[src/rtl/uart_pkg.sv]
// Shared UART types and constants; the receive path will add its state enum here.
package uart_pkg;

  typedef enum logic [2:0] {
    TxIdle,
    TxStart,
    TxData,
    TxParity,
    TxStop
  } tx_state_e;

  localparam logic [1:0] WLS_5 = 2'b00;
  localparam logic [1:0] WLS_6 = 2'b01;
  localparam logic [1:0] WLS_7 = 2'b10;
  localparam logic [1:0] WLS_8 = 2'b11;

  localparam int unsigned OVERSAMPLE_DEF = 16;

  // Stop-bit lengths in baud ticks at the default oversample rate.
  localparam int unsigned STOP_TICKS_1   = 16;
  localparam int unsigned STOP_TICKS_1P5 = 24;
  localparam int unsigned STOP_TICKS_2   = 32;

  function automatic logic [7:0] wls_mask(input logic [1:0] wls);
    return 8'hFF >> (2'd3 - wls);
  endfunction

endpackage

[src/rtl/uart_transmitter.sv]
// UART transmit engine: pops bytes from the TX FIFO head and serialises start/data/parity/stop.
// Define UART_TX_BREAK_EN to add lcr_bc_i, which holds tx_o low (line break) while set.
module uart_transmitter
  import uart_pkg::*;
#(
  parameter int unsigned OVERSAMPLE = OVERSAMPLE_DEF
) (
  input  logic       clk,
  input  logic       reset_n,
  input  logic       baud_tick_i,
  input  logic [1:0] lcr_wls_i,
  input  logic       lcr_stb_i,
  input  logic       lcr_pen_i,
  input  logic       lcr_eps_i,
  input  logic       lcr_sp_i,
`ifdef UART_TX_BREAK_EN
  input  logic       lcr_bc_i,
`endif
  input  logic [7:0] fifo_tx_i,
  input  logic       fifo_tx_empty_i,
  output logic       fifo_tx_pop_o,
  output logic       tx_o,
  output logic       tx_busy_o
);

  localparam int unsigned TickW = $clog2(OVERSAMPLE);
  localparam int unsigned StopW = TickW + 3;
  localparam logic [TickW-1:0] TickLast = TickW'(OVERSAMPLE - 1);
  localparam logic [StopW-1:0] StopLast1 =
    StopW'(STOP_TICKS_1 * OVERSAMPLE / OVERSAMPLE_DEF - 1);
  localparam logic [StopW-1:0] StopLast15 =
    StopW'(STOP_TICKS_1P5 * OVERSAMPLE / OVERSAMPLE_DEF - 1);
  localparam logic [StopW-1:0] StopLast2 =
    StopW'(STOP_TICKS_2 * OVERSAMPLE / OVERSAMPLE_DEF - 1);

  tx_state_e        state_q, state_d;
  logic [TickW-1:0] tick_cnt_q, tick_cnt_d;
  logic [2:0]       bit_cnt_q, bit_cnt_d;
  logic [7:0]       shift_q, shift_d;
  logic             parity_q, parity_d;
  logic [1:0]       wls_q, wls_d;
  logic             pen_q, pen_d;
  logic             stb_q, stb_d;
  logic             tx_q, tx_d;

  logic             load;
  logic             bit_end;
  logic             line_d;
  logic [7:0]       load_data;
  logic [StopW-1:0] stop_cnt;
  logic [StopW-1:0] stop_last;

  always_comb begin
    state_d    = state_q;
    tick_cnt_d = tick_cnt_q;
    bit_cnt_d  = bit_cnt_q;
    shift_d    = shift_q;
    parity_d   = parity_q;
    wls_d      = wls_q;
    pen_d      = pen_q;
    stb_d      = stb_q;
    load       = 1'b0;
    load_data  = fifo_tx_i & wls_mask(lcr_wls_i);
    bit_end    = baud_tick_i && (tick_cnt_q == TickLast);
    // STOP counts ticks across bit periods, so bit_cnt extends tick_cnt there.
    stop_cnt   = {bit_cnt_q, tick_cnt_q};

    if (!stb_q) begin
      stop_last = StopLast1;
    end else if (wls_q == WLS_5) begin
      stop_last = StopLast15;
    end else begin
      stop_last = StopLast2;
    end

    unique case (state_q)
      TxIdle: load = !fifo_tx_empty_i;
      TxStart, TxParity: begin
        if (baud_tick_i) tick_cnt_d = tick_cnt_q + 1'b1;
        if (bit_end) begin
          state_d   = (state_q == TxStart) ? TxData : TxStop;
          bit_cnt_d = '0;
        end
      end
      TxData: begin
        if (baud_tick_i) tick_cnt_d = tick_cnt_q + 1'b1;
        if (bit_end) begin
          shift_d = shift_q >> 1;
          if (bit_cnt_q == {1'b1, wls_q}) begin
            bit_cnt_d = '0;
            state_d   = pen_q ? TxParity : TxStop;
          end else begin
            bit_cnt_d = bit_cnt_q + 1'b1;
          end
        end
      end
      TxStop: begin
        if (baud_tick_i) begin
          if (stop_cnt == stop_last) begin
            load       = !fifo_tx_empty_i;
            state_d    = TxIdle;
            tick_cnt_d = '0;
            bit_cnt_d  = '0;
          end else begin
            {bit_cnt_d, tick_cnt_d} = stop_cnt + 1'b1;
          end
        end
      end
      default: state_d = TxIdle;
    endcase

    if (load) begin
      state_d    = TxStart;
      tick_cnt_d = '0;
      bit_cnt_d  = '0;
      shift_d    = load_data;
      wls_d      = lcr_wls_i;
      pen_d      = lcr_pen_i;
      stb_d      = lcr_stb_i;
      parity_d   = lcr_sp_i ? ~lcr_eps_i : (lcr_eps_i ? ^load_data : ~^load_data);
    end

    unique case (state_d)
      TxIdle:   line_d = 1'b1;
      TxStart:  line_d = 1'b0;
      TxData:   line_d = shift_d[0];
      TxParity: line_d = parity_d;
      TxStop:   line_d = 1'b1;
      default:  line_d = 1'b1;
    endcase

`ifdef UART_TX_BREAK_EN
    tx_d = line_d & ~lcr_bc_i;
`else
    tx_d = line_d;
`endif
  end

  always_ff @(posedge clk) begin
    if (!reset_n) begin
      state_q    <= TxIdle;
      tick_cnt_q <= '0;
      bit_cnt_q  <= '0;
      shift_q    <= '0;
      parity_q   <= 1'b0;
      wls_q      <= '0;
      pen_q      <= 1'b0;
      stb_q      <= 1'b0;
      tx_q       <= 1'b1;
    end else begin
      state_q    <= state_d;
      tick_cnt_q <= tick_cnt_d;
      bit_cnt_q  <= bit_cnt_d;
      shift_q    <= shift_d;
      parity_q   <= parity_d;
      wls_q      <= wls_d;
      pen_q      <= pen_d;
      stb_q      <= stb_d;
      tx_q       <= tx_d;
    end
  end

  // Pop must coincide with the latching edge, so it cannot be registered.
  assign fifo_tx_pop_o = load & reset_n;
  assign tx_busy_o     = (state_q != TxIdle);
  assign tx_o          = tx_q;

endmodule

[config.mk]
export PLATFORM = sky130hd
export DESIGN_NAME = uart_transmitter
export DESIGN_NICKNAME = d
export VERILOG_FILES = /design/src/rtl/uart_pkg.sv /design/src/rtl/uart_transmitter.sv
export SDC_FILE = /design/constraint.sdc
export NUM_CORES = 1
export LEC_CHECK = 0
export ABC_AREA = 1
export CORE_MARGIN = 3
export CORE_UTILIZATION = 50
export CTS_BUF_LIST = sky130_fd_sc_hd__clkbuf_4 sky130_fd_sc_hd__clkbuf_8 sky130_fd_sc_hd__clkbuf_16
export DETAILED_ROUTE_END_ITERATION = 12
export GPL_ROUTABILITY_DRIVEN = 1
export GPL_TIMING_DRIVEN = 0
export PLACE_DENSITY = 0.73
export SLEW_MARGIN = 25
export SYNTH_ARGS = -nofsm -noshare
export SYNTH_HDL_FRONTEND = slang
export SYNTH_SLANG_ARGS = --single-unit
[constraint.sdc]
create_clock -name clk -period 1.9 [get_ports clk]
set_input_delay 0.285 -clock clk [delete_from_list [all_inputs] [get_ports clk]]
set_output_delay 0.285 -clock clk [all_outputs]
set_load 0.01 [all_outputs]
==> results.cfg, run 1 <==
[outcome]
status = finished with violations
violations = negative setup slack

[run]
cap_violations = 0

[route]
drt_iter0_markers = 73
top_layer = met4
drt_first_pass_iters = 4
dr_wl_met2_mm = 1.82
antenna_left = 0
vias = 1588
drc = 0
wl_met1_mm = 1.57
wl_met3_um = 128
postRouteWirelength_mm = 3.57
avgViaCountPerCell = 4.86
wl_per_cell_um = 10.9

[timing]
finalHoldViolations = 0
final_max_slew_viol_count = 0
rsz0062_at_grt = yes
whs_ps = 494
worst_pin_slew_ps = 425
relSlewSlack_pct = 71.3
max_freq_ghz = 0.522
timing.clock.skew_ps = 8.51
post-route-period-util_pct = 101
finalSetupViolations = 1
worst_slack_ps = -14.3
period_needed_ps = 1910

[hold_path]
hp-class = reg2reg
hold_end = shift_q[6]
worstHoldStart = shift_q[6]
min_path_cells = 2

[floorplanning]
die_h_um = 62.9
std_cell_rows = 20
die_w_um = 62.9
core_um2 = 3080
io_pins = 21
start_util_pct = 52.5
die_area_um2 = 3950

[final_layout]
fin_cells = 327
drive_above_1_share_pct = 18.0
fin_area_um2 = 2030
nNetsFinal = 304
area_growth_pct = 25.5
n_fill_cell = 300
antenna_cells = 0

[synth]
synth_cell_types = 28
avgSynthCellArea_um2 = 6.49
synth_warnings = 0
ys_ff_latch = 24
netlist_instances = 249
synth_seq_area_share_pct = 29.7
synth_nets = 269
synth_area_um2 = 1620

[power]
irDropWorstVdd_mv = 0.219
p_leak_nw = 0.972
power.density_nw_per_um2 = 523

[grt]
grt_pass1_wl_mm = 6.13
antenna_found_initial = 0
grt_pass1_vias = 1524
gr-total-overflow = 0
grt_start_max_net_pins = 14
grt_usage_pct = 19.0

[critical_path]
reg2reg_slack_ps = 80
critPathMaxFanout = 2
crit_required_ps = 1620
r2r-start = tick_cnt_q[0]
path_class = reg2out
r2r-end = bit_cnt_q[0]
cp_data_arrival_time_ps = 1630
cp-end-kind = primary output
r2r_cells = 10
critPathLaunchType = flip-flop

[placed_design]
place_inst = 313
gp_congestion = 0.862
dpl-instance-area_um2 = 1870
hpwlAfterDp_mm = 2.70
io_buffer_count = 20

[cts]
tritoncts = built
hold_buffers = 0
cts.htree.levels = 1
cts_root_buffer = clkbuf_4
clk_pin_slew_worst_paths_ps = 130
ctsLongestPathBuffers = 2
cts.sinks = 24
clock_latency_ps = 330
cts_buffers = 3
-- critical path: stages, from the launching register on --
cell and delay [ps]:
dfxtp_2 380, ha_4 140, nand2_2 50, inv_2 60, nand2_2 50, nor2_2 110, nand4_1 120, nand2_2 130
nand2_4 80, nor2_8 90, buf_6 100
-- report_power, final --
part / internal, mW / switching, mW / total (mW)
sequential: 0.527 / 0.0138 / 0.541
clock: 0.117 / 0.162 / 0.280
combinational: 0.111 / 0.130 / 0.241
total: 0.755 / 0.306 / 1.06
-- how the worst max path moves through the flow --
stage / to / slack, ps / startpoint
floorplan: bit_cnt_q[1] / 350 / tick_cnt_q[0]
global placement: fifo_tx_pop_o / -330 / baud_tick_i
detailed placement: fifo_tx_pop_o / -330 / baud_tick_i
CTS: fifo_tx_pop_o / -60 / tick_cnt_q[1]
global route: fifo_tx_pop_o / -120 / tick_cnt_q[0]
finish: fifo_tx_pop_o / -10 / tick_cnt_q[0]
-- repair_timing --
action / CTS / global route
setup buffers: 5 / 5
cloned: 0 / 1
gates resized for setup: 10 / 6
pin swaps: 5 / 8
endpoints found under the setup margin: 1 / 5
-- registers in the layout, indices dropped and copies added, names as in the netlist --
name	flops
wls_q	2
bit_cnt_q	3
tick_cnt_q	4
parity_q	1
tx_o	1
pen_q	1
state_q	3
stb_q	1
shift_q	8
-- logic make-up (layout without fill, tap and decap cells) --
logic type                 count (synthesis)  count (layout)  share of synthesized area, %
and+or+nand+nor                          140             140                          40.8
DFF                                       24              24                          29.7
AOI/OAI and AO/OA                         29              29                          12.4
buffers and inverters                     47              81                          11.8
adders and majority gates                  2               2                          1.55
xor gates and xnor gates                   7               7                          3.79
-- metal layers --
layer,track usage [%],vias up
li1,-,855
met1,21.5,699
met2,35.6,29
met3,1.98,5
met4,7.71,0
met5,0,-
-- synthesized netlist by cell type, drive strengths merged --
cell type	number	area [um2]
dfxtp	24	480
nand3	31	165
a31oi	2	12.5
nor3	1	5.00
nand2	75	297
nand4	8	50.1
o22ai	1	12.5
nor2	24	135
o21ai	19	125
xor2	4	35.0
inv	45	171
nor3b	1	7.51
a21oi	6	30.0
buf	1	11.3
clkbuf	1	7.51
a211oi	1	20.0
xnor2	3	26.3
ha	2	25.0
-- area by class of cell --
cell class / instances / area, um2 / area share [%]
Buffer: 2 / 22.5 / 1.11
Clock buffer: 4 / 36.3 / 1.79
Inverter: 45 / 171 / 8.45
Multi-Input combinational cell: 178 / 966 / 47.6
Sequential cell: 24 / 484 / 23.9
Tap cell: 44 / 55.1 / 2.71
Timing Repair Buffer: 30 / 294 / 14.5
-- placed cells by master (no fill, tap or decap), types with 3 or more instances in the layout --
| cell type | instances |
|---|---|
| nand2_1 | 68 |
| inv_1 | 39 |
| nand3_1 | 29 |
| dfxtp_1 | 21 |
| nor2_1 | 19 |
| clkdlybuf4s50_1 | 19 |
| o21ai_0 | 10 |
| buf_4 | 9 |
| nand4_1 | 8 |
| o21ai_2 | 8 |
| nand2_2 | 6 |
| a21oi_1 | 6 |
| inv_2 | 5 |
| clkbuf_4 | 4 |
| xor2_1 | 4 |
| xnor2_1 | 3 |
| dfxtp_2 | 3 |
-- per-stage QoR --
stage,setup slack (ps),utilization (%),total power [mW],setup TNS (ps)
floorplan,349,-,0.691,0
global placement,-326,60.8,0.770,-881
detailed placement,-326,60.8,0.774,-1040
CTS,-59.0,63.8,1.06,-59.0
global route,-121,65.9,1.12,-307
finish,-14.3,65.9,1.06,-14.3
Power figures use the tool's default switching activity.
==> run 2: changes to the inputs <==
--- a/config.mk
+++ b/config.mk
@@ -12,7 +12,7 @@
 export DETAILED_ROUTE_END_ITERATION = 12
 export GPL_ROUTABILITY_DRIVEN = 1
 export GPL_TIMING_DRIVEN = 0
-export PLACE_DENSITY = 0.73
+export PLACE_DENSITY = 0.78
 export SLEW_MARGIN = 25
 export SYNTH_ARGS = -nofsm -noshare
 export SYNTH_HDL_FRONTEND = slang
==> constraint.sdc (replaced) <==
create_clock -name clk -period 2.04 [get_ports clk]
set_input_delay 0.306 -clock clk [delete_from_list [all_inputs] [get_ports clk]]
set_output_delay 0.306 -clock clk [all_outputs]
set_load 0.01 [all_outputs]
==> run 2 against run 1 <==
Effect of this change:
- the run now ends clean
- sequential power shrank 7.0%
- via count is 1.5% lower
- clock skew decreased by 5.1 ps
- critical path depth is the same
- core utilization fell by 1.3 points
- sequential share of layout area grew 0.50 points
- global-route usage decreased by 0.91 points
- clock power down 8.9%
- design area shrank 2.0%
==> results.cfg, run 2 (synthesized netlist as in run 1, its figures left out) <==
[floorplanning]
die_h_um = 62.9
die_w_um = 62.9
std_cell_rows = 20
io_pins = 21
core_um2 = 3080
start_util_pct = 52.5
die_area_um2 = 3950

[power]
p_leak_nw = 0.948
power_mw = 0.973
power.density_nw_per_um2 = 489
irDropWorstVdd_mv = 0.261

[timing]
max_freq_ghz = 0.513
timing.clock.skew_ps = 3.45
relSlewSlack_pct = 73.4
finalSetupViolations = 0
worst_slack_ps = 89.0
worst_pin_slew_ps = 395
period_needed_ps = 1950
post-route-period-util_pct = 95.6
final_max_slew_viol_count = 0
finalHoldViolations = 0
final.setup.tns_ps = 0
whs_ps = 498
rsz0062_at_grt = yes

[cts]
cts.htree.levels = 1
cts_buffers = 3
cts_root_buffer = clkbuf_4
cts.sinks = 24
ctsLongestPathBuffers = 2
clock_latency_ps = 320
tritoncts = built
clk_pin_slew_worst_paths_ps = 130
hold_buffers = 0

[route]
avgViaCountPerCell = 4.83
drt_first_pass_iters = 4
antenna_left = 0
drc = 0
postRouteWirelength_mm = 3.27
vias = 1564
wl_per_cell_um = 10.1
drt_iter0_markers = 74

[run]
cap_violations = 0

[hold_path]
hp-class = reg2reg
min_path_cells = 2

[final_layout]
layout_common_cells = nand2_1 (69), inv_1 (40), nand3_1 (29)
area_growth_pct = 23.0
layout_commonest_cell = nand2_1
antenna_cells = 0
drive_above_1_share_pct = 16.4
nNetsFinal = 301
top_register = shift_q
fin_cells = 324
largest_register_ffs = 8
top_regs = shift_q: 8 flops, tick_cnt_q: 4 flops

[placed_design]
gp_congestion = 0.824
pre_cts_ws_ps = -177
hpwlAfterDp_mm = 2.56
place_inst = 313
io_buffer_count = 20

[grt]
grt_pass1_wl_mm = 5.97
gr-total-overflow = 0
grt_start_max_net_pins = 14
grt_usage_pct = 18.1
antenna_found_initial = 0
grt_pass1_vias = 1457

[outcome]
status = finished, final reports clean

[critical_path]
path_class = reg2out
cp_data_arrival_time_ps = 1650
cp-end-kind = primary output
crit_required_ps = 1730
critPathLaunchType = flip-flop
critPathMaxFanout = 2
r2r_cells = 15
-- run 2: cell types whose count changed in the layout (fill, tap and decap cells not counted), sizes merged --
| cell | before | now |
|---|---|---|
| buf | 11 | 9 |
| clkbuf | 6 | 5 |
-- run 2: where the power goes --
part / total [mW] / internal (mW) / switching [mW] / leakage [nW]
clock network: 0.255 / 0.109 / 0.145 / 0.0210
registers: 0.503 / 0.491 / 0.0124 / 0.198
logic: 0.215 / 0.0968 / 0.118 / 0.730
total: 0.973 / 0.697 / 0.276 / 0.948
-- run 2: through the flow --
stage	area [um2]	util, %
CTS	1940	63.2
detailed placement	1870	60.8
finish	1990	64.6
global route	1990	64.6
global placement	1870	60.8
floorplan	1620	-
-- run 2: metal layers --
layer  global-route usage [%]  up-vias  share of wire [%]  wire length (um)
met3                     3.06        5                5.5               178
met4                     5.51        0                1.3                42
met2                     30.8       41                 46              1490
li1                         -      854                  -                 -
met1                     23.0      664                 47              1550
met5                        0        -                  0                 0
-- run 2: area by class of cell --
class	instances	area (um2)
clock buffer	4	36.3
inverter	45	171
multi-input combinational	178	968
tap	44	55.1
sequential	24	484
buffer	2	18.8
fill	295	1090
timing repair buffer	27	254
-- run 2: worst paths after layout --
| kind | slack, ps | startpoint | endpoint |
|---|---|---|---|
| worst min-delay path | 500 | shift_q[6] | shift_q[6] |
| worst max register to register | 210 | tick_cnt_q[1] | tx_o |
| worst min register to register | 500 | shift_q[6] | shift_q[6] |
| worst max-delay path | 90 | tick_cnt_q[1] | fifo_tx_pop_o |
-- run 2: critical path: stages, from the launching register on --
cell and delay (ps):
dfxtp_2 380, ha_4 140, nand2_2 50, inv_2 70
nand2_2 60, nor2_4 100, nand4_1 110, nand2_2 120
nand2_4 80, nor2_8 100, buf_6 110
-- run 2: timing repair --
action / 4_1_cts / 5_1_grt
setup buffers: 4 / 3
cloned: 0 / 0
resized for setup: 8 / 6
endpoints found under the setup margin: 1 / 1
pin swaps: 4 / 5
